--- src/rtl/pe_ctrl_if.sv ---
// Stream and PE-drive bundle between pe_ctrl, the array scheduler and one pe.
// Latency: wiring only.
// Backpressure: each stream carries its own valid/ready pair; the PE side has none.
interface pe_ctrl_if #(
  parameter int PRECISION = 16,
  parameter int REG_SIZE  = 4
);
  logic                 w_valid;
  logic                 w_ready;
  logic [PRECISION-1:0] w_data;
  logic                 a_valid;
  logic                 a_ready;
  logic [PRECISION-1:0] a_data;
  logic                 res_valid;
  logic                 res_ready;
  logic [PRECISION-1:0] res_data;
  logic [PRECISION-1:0] pe_act;
  logic [PRECISION-1:0] pe_wgt;
  logic                 pe_store;
  logic                 pe_reuse;
  logic                 pe_finish;
  logic [REG_SIZE-1:0]  pe_addr;
  logic [PRECISION-1:0] pe_out;

  // Controller side.
  modport master (
    input  w_valid, w_data, a_valid, a_data, res_ready, pe_out,
    output w_ready, a_ready, res_valid, res_data,
           pe_act, pe_wgt, pe_store, pe_reuse, pe_finish, pe_addr
  );

  // Scheduler and PE side.
  modport slave (
    output w_valid, w_data, a_valid, a_data, res_ready, pe_out,
    input  w_ready, a_ready, res_valid, res_data,
           pe_act, pe_wgt, pe_store, pe_reuse, pe_finish, pe_addr
  );
endinterface

--- src/rtl/pe_ctrl.sv ---
// Sequencer for one weight-stationary MAC PE: loads weights, streams activations, returns dot products.
// Latency: last activation handshake in cycle n -> res_valid from n+3; command period len(+len if loading)+4.
// Backpressure: w/a streams stall the sequence without touching the accumulator; res_valid/res_data hold until res_ready.
module pe_ctrl #(
  parameter int PRECISION = 16,
  parameter int REG_SIZE  = 4
) (
  input  logic                clk,
  input  logic                rst,
  input  logic                start,
  input  logic [REG_SIZE-1:0] cfg_len,
  input  logic                cfg_load,
  output logic                busy,
  output logic                err,
  pe_ctrl_if.master           bus
);

  localparam int                  MAX_LEN_I = REG_SIZE - 1;
  localparam logic [REG_SIZE-1:0] MAX_LEN   = MAX_LEN_I[REG_SIZE-1:0];
  localparam logic [REG_SIZE-1:0] ONE       = {{(REG_SIZE-1){1'b0}}, 1'b1};

  typedef enum logic [2:0] {
    S_IDLE,
    S_LOAD,
    S_MAC,
    S_FIN,
    S_CAP,
    S_OUT
  } state_t;

  state_t               state;
  logic [REG_SIZE-1:0]  cnt;
  logic [REG_SIZE-1:0]  len;
  logic [REG_SIZE-1:0]  wcnt;
  logic [PRECISION-1:0] base;
  logic [REG_SIZE-1:0]  len_in;
  logic                 reject;

  // Clamp the requested length to the number of weight slots (entry 0 is the accumulator).
  always_comb begin
    len_in = (cfg_len > MAX_LEN) ? MAX_LEN : cfg_len;
    reject = (cfg_len == '0) || (!cfg_load && (len_in > wcnt));
  end

  // Command sequencer; also owns the result register, the baseline and the resident-weight count.
  always_ff @(posedge clk) begin
    if (rst) begin
      state         <= S_IDLE;
      cnt           <= '0;
      len           <= '0;
      wcnt          <= '0;
      base          <= '0;
      busy          <= 1'b0;
      err           <= 1'b0;
      bus.res_valid <= 1'b0;
      bus.res_data  <= '0;
    end else begin
      err <= 1'b0;
      case (state)
        S_IDLE: begin
          if (start) begin
            if (reject) begin
              err <= 1'b1;
            end else begin
              len   <= len_in;
              cnt   <= ONE;
              busy  <= 1'b1;
              state <= cfg_load ? S_LOAD : S_MAC;
            end
          end
        end
        S_LOAD: begin
          if (bus.w_valid) begin
            if (cnt == len) begin
              wcnt  <= len;
              cnt   <= ONE;
              state <= S_MAC;
            end else begin
              cnt <= cnt + ONE;
            end
          end
        end
        S_MAC: begin
          if (bus.a_valid) begin
            if (cnt == len) begin
              state <= S_FIN;
            end else begin
              cnt <= cnt + ONE;
            end
          end
        end
        S_FIN: begin
          state <= S_CAP;
        end
        S_CAP: begin
          // The PE accumulator is never cleared, so the result is the delta since the last capture.
          bus.res_data  <= bus.pe_out - base;
          base          <= bus.pe_out;
          bus.res_valid <= 1'b1;
          state         <= S_OUT;
        end
        S_OUT: begin
          if (bus.res_ready) begin
            bus.res_valid <= 1'b0;
            busy          <= 1'b0;
            state         <= S_IDLE;
          end
        end
        default: begin
          state <= S_IDLE;
        end
      endcase
    end
  end

  // Stream readiness and PE drive; act stays zero unless an activation is actually handed over.
  always_comb begin
    bus.w_ready   = (state == S_LOAD);
    bus.a_ready   = (state == S_MAC);
    bus.pe_finish = (state == S_FIN);
    bus.pe_act    = '0;
    bus.pe_wgt    = '0;
    bus.pe_store  = 1'b0;
    bus.pe_reuse  = 1'b0;
    bus.pe_addr   = '0;
    if ((state == S_LOAD) && bus.w_valid) begin
      bus.pe_store = 1'b1;
      bus.pe_addr  = cnt;
      bus.pe_wgt   = bus.w_data;
    end
    if ((state == S_MAC) && bus.a_valid) begin
      bus.pe_act   = bus.a_data;
      bus.pe_reuse = 1'b1;
      bus.pe_addr  = cnt;
    end
  end

endmodule

--- src/flat_wrapper.sv ---
// flat-port wrapper written by rule: the top's interface ports become plain ports
module pe_ctrl_flat 
#(
  parameter int PRECISION = 16,
  parameter int REG_SIZE  = 4
)
  (clk, rst, start, cfg_len, cfg_load, busy, err, bus_w_valid, bus_w_data, bus_a_valid, bus_a_data, bus_res_ready, bus_pe_out, bus_w_ready, bus_a_ready, bus_res_valid, bus_res_data, bus_pe_act, bus_pe_wgt, bus_pe_store, bus_pe_reuse, bus_pe_finish, bus_pe_addr);
  pe_ctrl_if #(.PRECISION(PRECISION), .REG_SIZE(REG_SIZE)) bus_i ();
  input  logic clk;
  input  logic rst;
  input  logic start;
  input  logic [REG_SIZE-1:0] cfg_len;
  input  logic cfg_load;
  output logic busy;
  output logic err;
  input wire logic [$bits(bus_i.w_valid)-1:0] bus_w_valid;
  input wire logic [$bits(bus_i.w_data)-1:0] bus_w_data;
  input wire logic [$bits(bus_i.a_valid)-1:0] bus_a_valid;
  input wire logic [$bits(bus_i.a_data)-1:0] bus_a_data;
  input wire logic [$bits(bus_i.res_ready)-1:0] bus_res_ready;
  input wire logic [$bits(bus_i.pe_out)-1:0] bus_pe_out;
  output wire logic [$bits(bus_i.w_ready)-1:0] bus_w_ready;
  output wire logic [$bits(bus_i.a_ready)-1:0] bus_a_ready;
  output wire logic [$bits(bus_i.res_valid)-1:0] bus_res_valid;
  output wire logic [$bits(bus_i.res_data)-1:0] bus_res_data;
  output wire logic [$bits(bus_i.pe_act)-1:0] bus_pe_act;
  output wire logic [$bits(bus_i.pe_wgt)-1:0] bus_pe_wgt;
  output wire logic [$bits(bus_i.pe_store)-1:0] bus_pe_store;
  output wire logic [$bits(bus_i.pe_reuse)-1:0] bus_pe_reuse;
  output wire logic [$bits(bus_i.pe_finish)-1:0] bus_pe_finish;
  output wire logic [$bits(bus_i.pe_addr)-1:0] bus_pe_addr;
  assign bus_i.w_valid = bus_w_valid;
  assign bus_i.w_data = bus_w_data;
  assign bus_i.a_valid = bus_a_valid;
  assign bus_i.a_data = bus_a_data;
  assign bus_i.res_ready = bus_res_ready;
  assign bus_i.pe_out = bus_pe_out;
  assign bus_w_ready = bus_i.w_ready;
  assign bus_a_ready = bus_i.a_ready;
  assign bus_res_valid = bus_i.res_valid;
  assign bus_res_data = bus_i.res_data;
  assign bus_pe_act = bus_i.pe_act;
  assign bus_pe_wgt = bus_i.pe_wgt;
  assign bus_pe_store = bus_i.pe_store;
  assign bus_pe_reuse = bus_i.pe_reuse;
  assign bus_pe_finish = bus_i.pe_finish;
  assign bus_pe_addr = bus_i.pe_addr;
  pe_ctrl #(.PRECISION(PRECISION), .REG_SIZE(REG_SIZE)) u_core (.clk(clk), .rst(rst), .start(start), .cfg_len(cfg_len), .cfg_load(cfg_load), .busy(busy), .err(err), .bus(bus_i));
endmodule
--- config.mk ---
export PLATFORM = sky130hd
export DESIGN_NAME = pe_ctrl_flat
export DESIGN_NICKNAME = d
export VERILOG_FILES = /design/src/rtl/pe_ctrl_if.sv /design/src/rtl/pe_ctrl.sv /design/src/flat_wrapper.sv
export SDC_FILE = /design/constraint.sdc
export NUM_CORES = 1
export LEC_CHECK = 0
export BUFFER_PORTS_ARGS = -buffer_cell sky130_fd_sc_hd__buf_2
export CAP_MARGIN = 20
export CORE_MARGIN = 2
export CORE_UTILIZATION = 40
export DETAILED_ROUTE_END_ITERATION = 7
export GPL_ROUTABILITY_DRIVEN = 0
export HOLD_SLACK_MARGIN = 0.02
export PLACE_DENSITY = 0.7
export SYNTH_ARGS = -nofsm -noshare
export SYNTH_HDL_FRONTEND = slang
export SYNTH_SLANG_ARGS = --single-unit
--- constraint.sdc ---
create_clock -name clk -period 6.4 [get_ports clk]
set_clock_uncertainty 0.1 [all_clocks]
set_input_delay 1.6 -clock clk [delete_from_list [all_inputs] [get_ports clk]]
set_output_delay 1.6 -clock clk [all_outputs]
set_load 0.02 [all_outputs]
# Yosys cells after proc, flatten, opt, wreduce, memory -nomap -nowiden
# Cells that the tools add are included.
[classes] add_sub_neg=2 order_cmp=2 n_eq_ne=14 mux=29 bitwise_logic=3 reduce_logical=17
[op_table] op="two-way mux 4 bit" n=9
[op_table] op="two-way mux 16 bit" n=2
[op_table] op="two-way mux 3 bit" n=7
[op_table] op="case mux 3 bit (6 select lines)" n=1
[op_table] op="subtractor 16 bit" n=1
[op_table] op="inequality test 2 bit, second input constant" n=6
[op_table] op="case mux 4 bit (3 select lines)" n=1
[op_table] op="AND reduction 7 bit" n=1
[op_table] op="== test 3 x 2 -> 1 bit, second input constant" n=2
[op_table] op="== test 3 bit, second input constant" n=2
[op_table] op="two-way mux 1 bit" n=6
[op_table] op="AND reduction 3 bit" n=2
[op_table] op="AND reduction 6 bit" n=1
[op_table] op="adder 4 x 1 -> 4 bit, second input constant" n=1
[op_table] op="== test 4 bit" n=1
[op_table] op="greater-than comparator 4 x 2 -> 1 bit, second input constant" n=1
[op_table] op="greater-than comparator 4 bit" n=1
[op_table] op="logical NOT 4 bit" n=1
[op_table] op="inequality test 2 x 1 -> 1 bit, second input constant" n=2
[op_table] op="case mux 1 bit (2 select lines)" n=2
[op_table] op="AND reduction 4 bit" n=1
[op_table] op="nonzero test 2 bit" n=2
[op_table] op="== test 3 x 1 -> 1 bit, second input constant" n=1
[op_table] op="logical AND 1 bit" n=3
[op_table] op="other kinds (8)" n=10
[totals] register_bits=50 in_bits=59 out_inout_bits=60 wordCells=76

# Logic depth before layout (Yosys ltp)
# Gate-level depths: netlist (run 1).
[logic_depth] ltp_word=8 mapped_depth=10 ltp_nobuf=10

# Least setup slack after synthesis (run 1)
# OpenSTA, ideal clock, no wires.
[synth_path] kind="input port to output port" from="input bus_a_valid" to="output bus_pe_addr[0]" arrival_ns=2.317 required_ns=4.700 slack_ns=2.383 path_stages=3 path_buffers=0 path_cell_list="and3_1 -> nor2_1 -> nor2b_1"
[synth_between] elab_chain_cells=2
[synth_rtl] element="from (decl)" line_no="flat_wrapper.sv:18" text="input wire logic [$bits(bus_i.a_valid)-1:0] bus_a_valid;"
[synth_rtl] element="logical AND 1 bit" line_no="pe_ctrl.sv:131" text="if ((state == S_MAC) && bus.a_valid) begin"
[synth_rtl] element="two-way mux 4 bit" line_no="pe_ctrl.sv:131"
[synth_rtl] element="to (decl)" line_no="flat_wrapper.sv:31" text="output wire logic [$bits(bus_i.pe_addr)-1:0] bus_pe_addr;"
# No other way between the ends.

# Final worst setup path (run 1)
# Same ends and word-level chain as after synthesis.

==> impl_metrics.json, run 1 <==
{
  "status": "finished clean",
  "clock_latency_ns": 0.30,
  "crit_type": "in2out",
  "clock.fmax_mhz": 243,
  "worstMarginPinSlew_ns": 1.01,
  "crit_path_frequent_cell": "buf_2",
  "relSlewSlack": 0.323,
  "drt_iter0_markers": 70,
  "synth_cell_types": 49,
  "cpMaxStageDelayCell": "and3_1",
  "worst-path-stages": 5,
  "drive_gt1_frac": 0.260,
  "p_per_area_nw_per_um2": 242,
  "synth-seq-cells": 50,
  "grt_pass1_vias": 3014,
  "syn_inst": 403,
  "path_cells": "buf_2 -> and3_1 -> nor2_1 -> nor2b_1 -> buf_2",
  "hold_viol_final": 0,
  "yosys.area.top_type_share": 0.324,
  "via_per_inst": 5.06,
  "min_path_type": "reg2reg",
  "cp_max_fo": 18,
  "netlist_area_um2": 3090,
  "crit_arrival_ns": 2.41,
  "core_um2": 7610,
  "finalCritPeriodShare": 0.643,
  "antenna_found_initial": 0,
  "rows": 32,
  "postCtsSetupRepairBufs": 0,
  "p_leak_nw": 1.87,
  "root_buffer": "clkbuf_8",
  "reg2reg_slack_ns": 3.60,
  "firstDrtPassIters": 4,
  "vias": 3104,
  "ys_seq_area_frac": 0.324,
  "final_util": 0.504,
  "worst_ep_required_time_ns": 4.70,
  "grt_use_total": 0.188,
  "die_w_um": 91.9,
  "synthFlopType": "dfxtp_1",
  "h-tree-depth": 2,
  "syn_avg_cell_area_um2": 7.67,
  "yosys_warnings": 0,
  "clk_path_buf_depth": 2,
  "setup_viol": 0,
  "initial_core_util": 0.406,
  "cts_tree": "done",
  "crit_path_start": "bus_a_valid",
  "grt_max_degree": 53,
  "synth_area_leaders": "dfxtp_1, nand2_1, ha_1",
  "die_y_um": 91.9,
  "post_dp_cell_area_um2": 3740,
  "hold_buffers": 0,
  "cts.sinks": 50,
  "io_buffers": 118,
  "routed_wl_um": 7970,
  "critPathBufInv": 2,
  "antenna_cells": 0,
  "rsz0062_at_grt": "false",
  "cpPeakStageDelay_ns": 0.20,
  "grt_pass1_wl_um": 13200,
  "yosys.area.top_type": "dfxtp_1",
  "numCtsBuffers": 5,
  "hpwl_um": 6080,
  "area_growth_pct": 24.0,
  "maxSlewViolCount": 0,
  "reg2regPathDepth": 9,
  "synth-async-reset-ratio": 0,
  "ir_drop_mv": 0.102,
  "drv_cap": 0,
  "wire_per_inst_um": 13.0,
  "cp-endpoint": "bus_pe_addr[0]",
  "period_needed_ns": 4.11,
  "critPathTopFamily": "simple AND/OR/NAND/NOR gates",
  "cts_resized": 0,
  "r2r_end": "u_core.bus.res_data[14]$_SDFFE_PP0P_",
  "crit-reg2reg-launch": "u_core.base[0]$_SDFFE_PP0P_",
  "path_clk_slew_ns": 0.09,
  "start_kind": "input pin",
  "postRouteAntennaNets": 0,
  "end_kind": "output port",
  "fin_tns_setup_ns": 0,
  "synth-edff-count": 0,
  "grt_overflow": 0,
  "final_cell_area_um2": 3830,
  "fp.dieArea_um2": 8450,
  "drc": 0,
  "nets": 590,
  "boundaryPins": 119
}
-- cell type report --
type	instances	area, um2
Timing Repair Buffer	119	598
Sequential cell	50	1000
Inverter	22	82.6
Fill cell	792	3770
Clock inverter	1	5.00
Multi-Input combinational cell	312	1930
Clock buffer	7	86.3
Tap cell	102	128
-- worst reg2reg max path, cell delays in order (launching register included) --
cell and delay, ns:
dfxtp_1 0.33, ha_1 0.21, fa_1 0.41, and2b_1 0.23, o2111ai_1 0.14, a2111oi_0 0.68
o311ai_0 0.19, a21oi_1 0.20, o21ai_0 0.09, o311ai_0 0.10
-- logic make-up (layout without fill, tap and decap cells) --
family / count (synthesis) / in the layout / share of synthesized area
adder cells (fa/ha/maj): 21 / 21 / 0.0874
multiplexers: 6 / 6 / 0.0194
flip-flops: 50 / 50 / 0.324
AO/OA/AOI/OAI: 86 / 86 / 0.178
AND/OR/NAND/NOR: 181 / 181 / 0.293
other: 1 / 2 / 0.00121
XOR/XNOR: 16 / 16 / 0.0453
buffers and inverters: 42 / 149 / 0.0522
-- flip-flops by register name, summed over array words and instances (netlist names) --
name	cells
u_core.base	16
u_core.bus.res_data	16
u_core.bus.res_valid	1
u_core.busy	1
u_core.cnt	4
u_core.err	1
u_core.len	4
u_core.state	3
u_core.wcnt	4
-- synth_stat cells, drive strengths merged, types with 2 or more instances --
| master | number |
|---|---|
| inv | 22 |
| nor2 | 33 |
| nor4 | 2 |
| nand3 | 3 |
| a21oi | 39 |
| o211ai | 2 |
| o21ai | 10 |
| nor2b | 9 |
| nor3 | 7 |
| xnor2 | 9 |
| and3 | 34 |
| mux2i | 6 |
| or2 | 2 |
| clkbuf | 17 |
| or3b | 2 |
| buf | 3 |
| o31ai | 2 |
| nand3b | 8 |
| o21a | 4 |
| o21bai | 2 |
| a31oi | 2 |
| nand2b | 4 |
| o311ai | 2 |
| a21o | 5 |
| dfxtp | 50 |
| and2 | 5 |
| nand2 | 69 |
| ha | 20 |
| a211oi | 7 |
| o2111ai | 2 |
| xor2 | 7 |
-- worst min path at each step --
stage | cells past startpoint | endpoint | startpoint | slack (ns)
2_1_floorplan | 2 | u_core.base[10]$_SDFFE_PP0P_ | u_core.base[10]$_SDFFE_PP0P_ | 0.34
3_3_place_gp | 2 | u_core.bus.res_data[4]$_SDFFE_PP0P_ | u_core.bus.res_data[4]$_SDFFE_PP0P_ | 0.34
3_5_place_dp | 2 | u_core.bus.res_data[6]$_SDFFE_PP0P_ | u_core.bus.res_data[6]$_SDFFE_PP0P_ | 0.34
4_1_cts | 2 | u_core.bus.res_data[6]$_SDFFE_PP0P_ | u_core.bus.res_data[6]$_SDFFE_PP0P_ | 0.36
5_1_grt | 2 | u_core.base[13]$_SDFFE_PP0P_ | u_core.base[13]$_SDFFE_PP0P_ | 0.38
6_report | 2 | u_core.bus.res_data[8]$_SDFFE_PP0P_ | u_core.bus.res_data[8]$_SDFFE_PP0P_ | 0.36
-- per-layer routing --
metal,vias up,track usage,share of wire
met2,100,0.371,0.51
met3,6,0.0329,0.060
li1,1597,-,-
met4,0,0.0498,0.0085
met5,-,0,0
met1,1401,0.203,0.42
-- layout by cell type, fill, tap and decap left out, types with 6 or more instances in the layout --
cell / count
buf_2: 118
ha_1: 20
xor2_1: 7
dfxtp_1: 50
nor2_1: 32
nand2_1: 69
xnor2_1: 9
a21oi_1: 39
o21ai_0: 9
inv_1: 22
and3_1: 34
nor2b_1: 9
clkbuf_8: 6
nand3b_1: 8
mux2i_1: 6
nor3_1: 7
a211oi_1: 6
-- where the power goes --
part           internal [mW]  switching [mW]
combinational          0.146           0.224
sequential             0.334          0.0317
clock                 0.0875           0.103
total                  0.567           0.359
-- per-stage QoR --
step / instances / hold WS [ns] / setup WS [ns] / power, mW
after floorplan: 404 / 0.336 / 2.38 / 0.642
after global placement: 605 / 0.337 / 2.31 / 0.730
after detailed placement: 605 / 0.344 / 2.22 / 0.741
after CTS: 613 / 0.359 / 2.29 / 0.932
after global routing: 613 / 0.384 / 2.19 / 0.988
final: 613 / 0.356 / 2.29 / 0.926
(Power assumes the default switching activity.)
==> inputs of run 2 (changes only) <==
--- a/config.mk
+++ b/config.mk
@@ -12,7 +12,7 @@
 export DETAILED_ROUTE_END_ITERATION = 7
 export GPL_ROUTABILITY_DRIVEN = 0
 export HOLD_SLACK_MARGIN = 0.02
-export PLACE_DENSITY = 0.7
+export PLACE_DENSITY = 0.73
 export SYNTH_ARGS = -nofsm -noshare
 export SYNTH_HDL_FRONTEND = slang
 export SYNTH_SLANG_ARGS = --single-unit
==> constraint.sdc (replaced) <==
create_clock -name clk -period 3.4 [get_ports clk]
set_clock_uncertainty 0.1 [all_clocks]
set_input_delay 0.85 -clock clk [delete_from_list [all_inputs] [get_ports clk]]
set_output_delay 0.85 -clock clk [all_outputs]
set_load 0.02 [all_outputs]
==> run 2 against run 1 <==
  * Count of clock-buffer cells in the layout shrank 2
  * Flip-flop and latch count is the same
  * Clock power grew 120%
  * Routed wire length shrank 2.6%
  * Register-to-register slack lost 2.9 ns
  * Sequential share of layout area shrank 0.36 points
  * Global-route usage shrank 0.55 points
  * Total power grew 96%
  * Via count grew 0.29%
  * Critical path type is now in2reg
  * Largest power group unchanged
==> impl_metrics.json, run 2 (synthesized netlist as in run 1, its figures left out) <==
{
  "reg2reg_slack_ns": 0.72,
  "path_cells": "buf_2 -> inv_1 -> ha_1 -> fa_1 -> and2b_1 -> o2111ai_1 -> a2111oi_0 -> o311ai_0 -> a21oi_1 -> o21ai_0 -> o311ai_0",
  "rsz0062_at_grt": "false",
  "antenna_cells": 0,
  "fillers": 762,
  "clock_latency_ns": 0.31,
  "grt_pass1_vias": 2853,
  "h-tree-depth": 2,
  "area_growth_pct": 25.7,
  "end_kind": "register",
  "antenna_found_initial": 0,
  "combinationalPowerShare": 0.384,
  "final.setup.worst_slack_ns": 0.355,
  "pwr-share-clk": 0.235,
  "cp_max_fo": 2,
  "rows": 32,
  "finalCritPeriodShare": 0.895,
  "crit_path_frequent_cell": "o311ai_0",
  "hold_viol_final": 0,
  "cpMaxStageDelayCell": "a2111oi_0",
  "fp.dieArea_um2": 8450,
  "ir_drop_mv": 0.238,
  "grt_max_degree": 24,
  "switching_power_uw": 681,
  "regArea_um2": 1000,
  "cp-endpoint": "u_core.bus.res_data[14]$_SDFFE_PP0P_",
  "drc": 0,
  "grt_overflow": 0,
  "vias": 3113,
  "hpwl_um": 6040,
  "worstMarginPinSlew_ns": 0.769,
  "postCtsSetupRepairBufs": 0,
  "sequentialPowerShare": 0.380,
  "final_cells": 617,
  "dp.cells": 609,
  "dp_slack_ns": 0.0587,
  "cts.sinks": 50,
  "swShare": 0.376,
  "die_w_um": 91.9,
  "die_y_um": 91.9,
  "r2r_end": "u_core.bus.res_data[14]$_SDFFE_PP0P_",
  "crit_arrival_ns": 3.15,
  "final_common_cell": "buf_2",
  "postRouteAntennaNets": 0,
  "nets": 594,
  "numCtsBuffers": 5,
  "reg.largest.list": "u_core.base (16), u_core.bus.res_data (16)",
  "p_leak_nw": 1.90,
  "finalPower_mw": 1.81,
  "root_buffer": "clkbuf_8",
  "clk_path_buf_depth": 2,
  "multi_input_area_um2": 1930,
  "cts_resized": 0,
  "crit-reg2reg-launch": "u_core.base[0]$_SDFFE_PP0P_",
  "worst_ep_required_time_ns": 3.51,
  "wire_per_inst_um": 12.6,
  "grt_pass1_wl_um": 12700,
  "hold_buffers": 0,
  "crit_path_start": "bus_pe_out[0]",
  "p_per_area_nw_per_um2": 466,
  "core_um2": 7610,
  "relSlewSlack": 0.487,
  "fin_tns_setup_ns": 0,
  "drv_cap": 0,
  "path_clk_slew_ns": 0.10,
  "start_kind": "input pin",
  "maxSlewViolCount": 0,
  "p_int_mw": 1.13,
  "crit_type": "in2reg",
  "final_cell_mix": "buf_2, nand2_1, dfxtp_1",
  "status": "finished clean",
  "cpPeakStageDelay_ns": 0.58,
  "grt_use_total": 0.182,
  "setup_viol": 0,
  "drive_gt1_frac": 0.270,
  "period_needed_ns": 3.04,
  "routed_wl_um": 7760,
  "drt_iter0_markers": 48,
  "io_buffers": 118,
  "min_path_type": "reg2reg",
  "cts_tree": "done",
  "final_util": 0.511,
  "clock.fmax_mhz": 328,
  "firstDrtPassIters": 4,
  "via_per_inst": 5.05,
  "initial_core_util": 0.406,
  "boundaryPins": 119,
  "reg2regPathDepth": 9
}
[run 2: changes by cell type in the layout (fill, tap and decap cells not counted), sizes merged]
cell / before / now
bufinv: 0 / 1
clkbuf: 7 / 5
buf: 119 / 123
inv: 22 / 23
[run 2: worst max-delay path, delay by kind of cell]
family          cells  cell delay [ns]
compound gates      6             1.32
fa+ha+maj           2             0.62
buf+inv             2             0.13
simple gates        1             0.23
[run 2: per-layer routing]
metal  wire length, um  vias up  track usage
met1              3240     1377        0.205
met4               174        0       0.0684
met3               519       15       0.0337
met2              3830      114        0.338
li1                  -     1607            -
met5                 0        -            0
[run 2: how the worst min path moves through the flow]
| stage | startpoint | cells past startpoint | endpoint |
|---|---|---|---|
| after floorplan | u_core.base[10]$_SDFFE_PP0P_ | 2 | u_core.base[10]$_SDFFE_PP0P_ |
| after global placement | u_core.bus.res_data[2]$_SDFFE_PP0P_ | 2 | u_core.bus.res_data[2]$_SDFFE_PP0P_ |
| after detailed placement | u_core.bus.res_data[2]$_SDFFE_PP0P_ | 2 | u_core.bus.res_data[2]$_SDFFE_PP0P_ |
| after CTS | u_core.bus.res_data[2]$_SDFFE_PP0P_ | 2 | u_core.bus.res_data[2]$_SDFFE_PP0P_ |
| after global routing | u_core.bus.res_data[8]$_SDFFE_PP0P_ | 2 | u_core.bus.res_data[8]$_SDFFE_PP0P_ |
| final | u_core.bus.res_data[2]$_SDFFE_PP0P_ | 2 | u_core.bus.res_data[2]$_SDFFE_PP0P_ |
[run 2: layout make-up]
| type | instances | share of cell area |
|---|---|---|
| Sequential cell | 50 | 0.258 |
| Inverter | 22 | 0.0212 |
| Clock inverter | 3 | 0.0113 |
| Clock buffer | 5 | 0.0177 |
| Multi-Input combinational cell | 312 | 0.498 |
| Tap cell | 102 | 0.0328 |
| Timing Repair Buffer | 123 | 0.162 |
[run 2: metrics by stage]
stage,instance area (um2),hold slack (ns)
finish,3890,0.351
global placement,3770,0.337
floorplan,3090,0.336
CTS,3880,0.356
global route,3890,0.374
detailed placement,3770,0.342
[run 2: power by group through the flow]
stage          registers [mW]  clock network (mW)  logic, mW
2_1_floorplan           0.685                   0      0.523
3_3_place_gp            0.697                   0      0.681
3_5_place_dp            0.701                   0      0.696
4_1_cts                 0.688               0.442      0.698
5_1_grt                 0.699               0.463      0.775
6_report                0.689               0.426      0.696
==> inputs of run 3 (changes only) <==
--- a/config.mk
+++ b/config.mk
@@ -5,6 +5,7 @@
 export SDC_FILE = /design/constraint.sdc
 export NUM_CORES = 1
 export LEC_CHECK = 0
+export ABC_AREA = 1
 export BUFFER_PORTS_ARGS = -buffer_cell sky130_fd_sc_hd__buf_2
 export CAP_MARGIN = 20
 export CORE_MARGIN = 2
@@ -12,7 +13,7 @@
 export DETAILED_ROUTE_END_ITERATION = 7
 export GPL_ROUTABILITY_DRIVEN = 0
 export HOLD_SLACK_MARGIN = 0.02
-export PLACE_DENSITY = 0.73
+export PLACE_DENSITY = 0.72
 export SYNTH_ARGS = -nofsm -noshare
 export SYNTH_HDL_FRONTEND = slang
 export SYNTH_SLANG_ARGS = --single-unit
==> run 3 against run 2 <==
  * Critical path depth fell by 2
  * First-iteration DRC count rose to 2.8 times the previous value
  * Largest power group unchanged
  * Sequential power rose by 9.6%
  * Combinational power rose by 77%
  * Maximum frequency rose by 12%
  * Largest cell class unchanged
  * Clock power fell by 16%
  * Non-clock buffer count fell by 4
  * Final area rose by 7.8%
  * Area after synthesis rose by 11%
  * Hold slack improved by 0.0066 ns
==> impl_metrics.json, run 3 <==
{
  "status": "finished clean",
  "synth.most_common_cell": "inv_1",
  "via_per_inst": 4.63,
  "synth-async-reset-ratio": 0,
  "initial_core_util": 0.414,
  "wire_per_inst_um": 10.4,
  "final_common_cell": "buf_2",
  "fp.dieArea_um2": 9310,
  "synth-seq-cells": 50,
  "yosys.area.top_type": "dfxtp_1",
  "worstMarginPinSlew_ns": 0.870,
  "holdPathEnd": "u_core.base[13]$_SDFFE_PP0P_",
  "rsz0062_at_grt": "false",
  "synth_cell_types": 29,
  "area_growth_pct": 22.4,
  "die_w_um": 96.5,
  "drive_gt1_frac": 0.224,
  "min_path_type": "reg2reg",
  "dp_slack_ns": 0.670,
  "final.setup.worst_slack_ns": 0.685,
  "crit_type": "reg2out",
  "netlist_area_um2": 3420,
  "r2r_end": "u_core.bus.res_data[14]$_SDFFE_PP0P_",
  "p_per_area_nw_per_um2": 559,
  "yosys.area.top_type_share": 0.293,
  "io_buffers": 118,
  "synthFlopType": "dfxtp_1",
  "fin_tns_setup_ns": 0,
  "drv_cap": 0,
  "post_dp_cell_area_um2": 4100,
  "rows": 33,
  "drc": 0,
  "finalCritPeriodShare": 0.798,
  "antenna_found_initial": 0,
  "path_clk_slew_ns": 0.09,
  "fillers": 860,
  "reg.largest.list": "u_core.base (16), u_core.bus.res_data (16)",
  "cts_resized": 0,
  "grt_use_total": 0.180,
  "core_um2": 8260,
  "period_needed_ns": 2.71,
  "hold_buffers": 0,
  "cts.sinks": 50,
  "grt_pass1_wl_um": 13400,
  "crit_arrival_ns": 1.76,
  "clock.fmax_mhz": 368,
  "h-tree-depth": 2,
  "synth_area_leaders": "dfxtp_1, inv_1, nand2_1",
  "final_cell_mix": "buf_2, inv_1, nand2_1",
  "syn_inst": 564,
  "maxSlewViolCount": 0,
  "syn_avg_cell_area_um2": 6.07,
  "numCtsBuffers": 5,
  "p_leak_nw": 2.45,
  "hpwl_um": 6530,
  "grt_pass1_vias": 3229,
  "nets": 758,
  "antenna_cells": 0,
  "setup_viol": 0,
  "ys_seq_area_frac": 0.293,
  "synth-edff-count": 0,
  "crit-reg2reg-launch": "u_core.base[0]$_SDFFE_PP0P_",
  "reg2regPathDepth": 12,
  "whs_ns": 0.358,
  "final_cell_area_um2": 4190,
  "hp-start": "u_core.base[13]$_SDFFE_PP0P_",
  "boundaryPins": 119,
  "clock_latency_ns": 0.31,
  "postCtsSetupRepairBufs": 0,
  "end_kind": "output port",
  "routed_wl_um": 8150,
  "vias": 3630,
  "grt_overflow": 0,
  "synth_common_cells": "inv_1, nand2_1, nor2_1",
  "grt_max_degree": 36,
  "drt_iter0_markers": 132,
  "clk_path_buf_depth": 2,
  "cts_tree": "done",
  "cp_max_fo": 17,
  "root_buffer": "clkbuf_8",
  "relSlewSlack": 0.420,
  "worst_ep_required_time_ns": 2.45,
  "hold_viol_final": 0,
  "firstDrtPassIters": 4,
  "start_kind": "register",
  "die_y_um": 96.5,
  "reg2reg_slack_ns": 1.46,
  "yosys_warnings": 0,
  "ir_drop_mv": 0.213,
  "final_util": 0.507,
  "postRouteAntennaNets": 0,
  "hold_path_depth": 2
}
-- run 3: changes by cell type in the layout (fill, tap and decap cells not counted), sizes merged, moves of 7 or more --
cell	change
inv	+100
and3	-34
o21ai	+20
xnor2	-8
a211oi	-7
nand2	+43
nor2	+74
nor2b	-9
nand3	+37
-- run 3: worst max-delay path, cell delays in order (launching register included) --
cell and delay (ns):
dfxtp_1 0.47, nand2_2 0.12, nor2_4 0.17, inv_2 0.06, nor2_2 0.11, inv_2 0.13
nand2_1 0.08, inv_1 0.07, nor2_1 0.09, buf_2 0.17
-- run 3: how the worst max path moves through the flow --
stage / from / to / slack (ns) / cells past startpoint
3_5_place_dp: cfg_len[3] / u_core.len[1]$_SDFFE_PP0P_ / 0.67 / 16
2_1_floorplan: bus_w_valid / bus_pe_wgt[10] / 0.57 / 5
6_report: u_core.state[1]$_SDFFE_PP0P_ / bus_pe_addr[3] / 0.69 / 9
3_3_place_gp: bus_w_valid / bus_pe_addr[1] / 0.72 / 8
4_1_cts: u_core.state[1]$_SDFFE_PP0P_ / bus_pe_addr[3] / 0.67 / 9
5_1_grt: u_core.state[0]$_SDFFE_PP0P_ / bus_pe_addr[2] / 0.50 / 9
-- run 3: cell families (layout without fill, tap and decap cells) --
logic type | after synthesis | count (layout) | share of synthesized area
other cells | 1 | 2 | 0.00110
flops | 50 | 50 | 0.293
xor+xnor | 7 | 7 | 0.0179
compound gates | 74 | 74 | 0.112
fa+ha+maj | 21 | 21 | 0.0790
simple gates | 275 | 275 | 0.346
buf+inv | 136 | 250 | 0.152
-- run 3: layer usage --
metal | track usage | vias up | wire (um)
li1 | - | 1957 | -
met1 | 0.203 | 1561 | 3500
met2 | 0.345 | 104 | 3990
met5 | 0 | - | 0
met4 | 0.0481 | 0 | 111
met3 | 0.0303 | 8 | 549
-- run 3: where the power goes --
part,switching (mW),internal (mW)
Clock,0.195,0.165
Combinational,0.813,0.414
Sequential,0.0732,0.681
-- run 3: through the flow --
stage	instances	power (mW)
2_1_floorplan	565	1.69
3_3_place_gp	776	1.97
3_5_place_dp	776	2.00
4_1_cts	784	2.36
5_1_grt	784	2.56
6_report	784	2.34
-- run 3: final cells by class --
class / count / area [um2] / share of cell area
Clock inverter: 1 / 5.00 / 0.00120
Inverter: 123 / 462 / 0.110
Multi-Input combinational cell: 379 / 1900 / 0.455
Clock buffer: 7 / 86.3 / 0.0206
Sequential cell: 50 / 1000 / 0.239
Tap cell: 105 / 131 / 0.0314
Timing Repair Buffer: 119 / 598 / 0.143
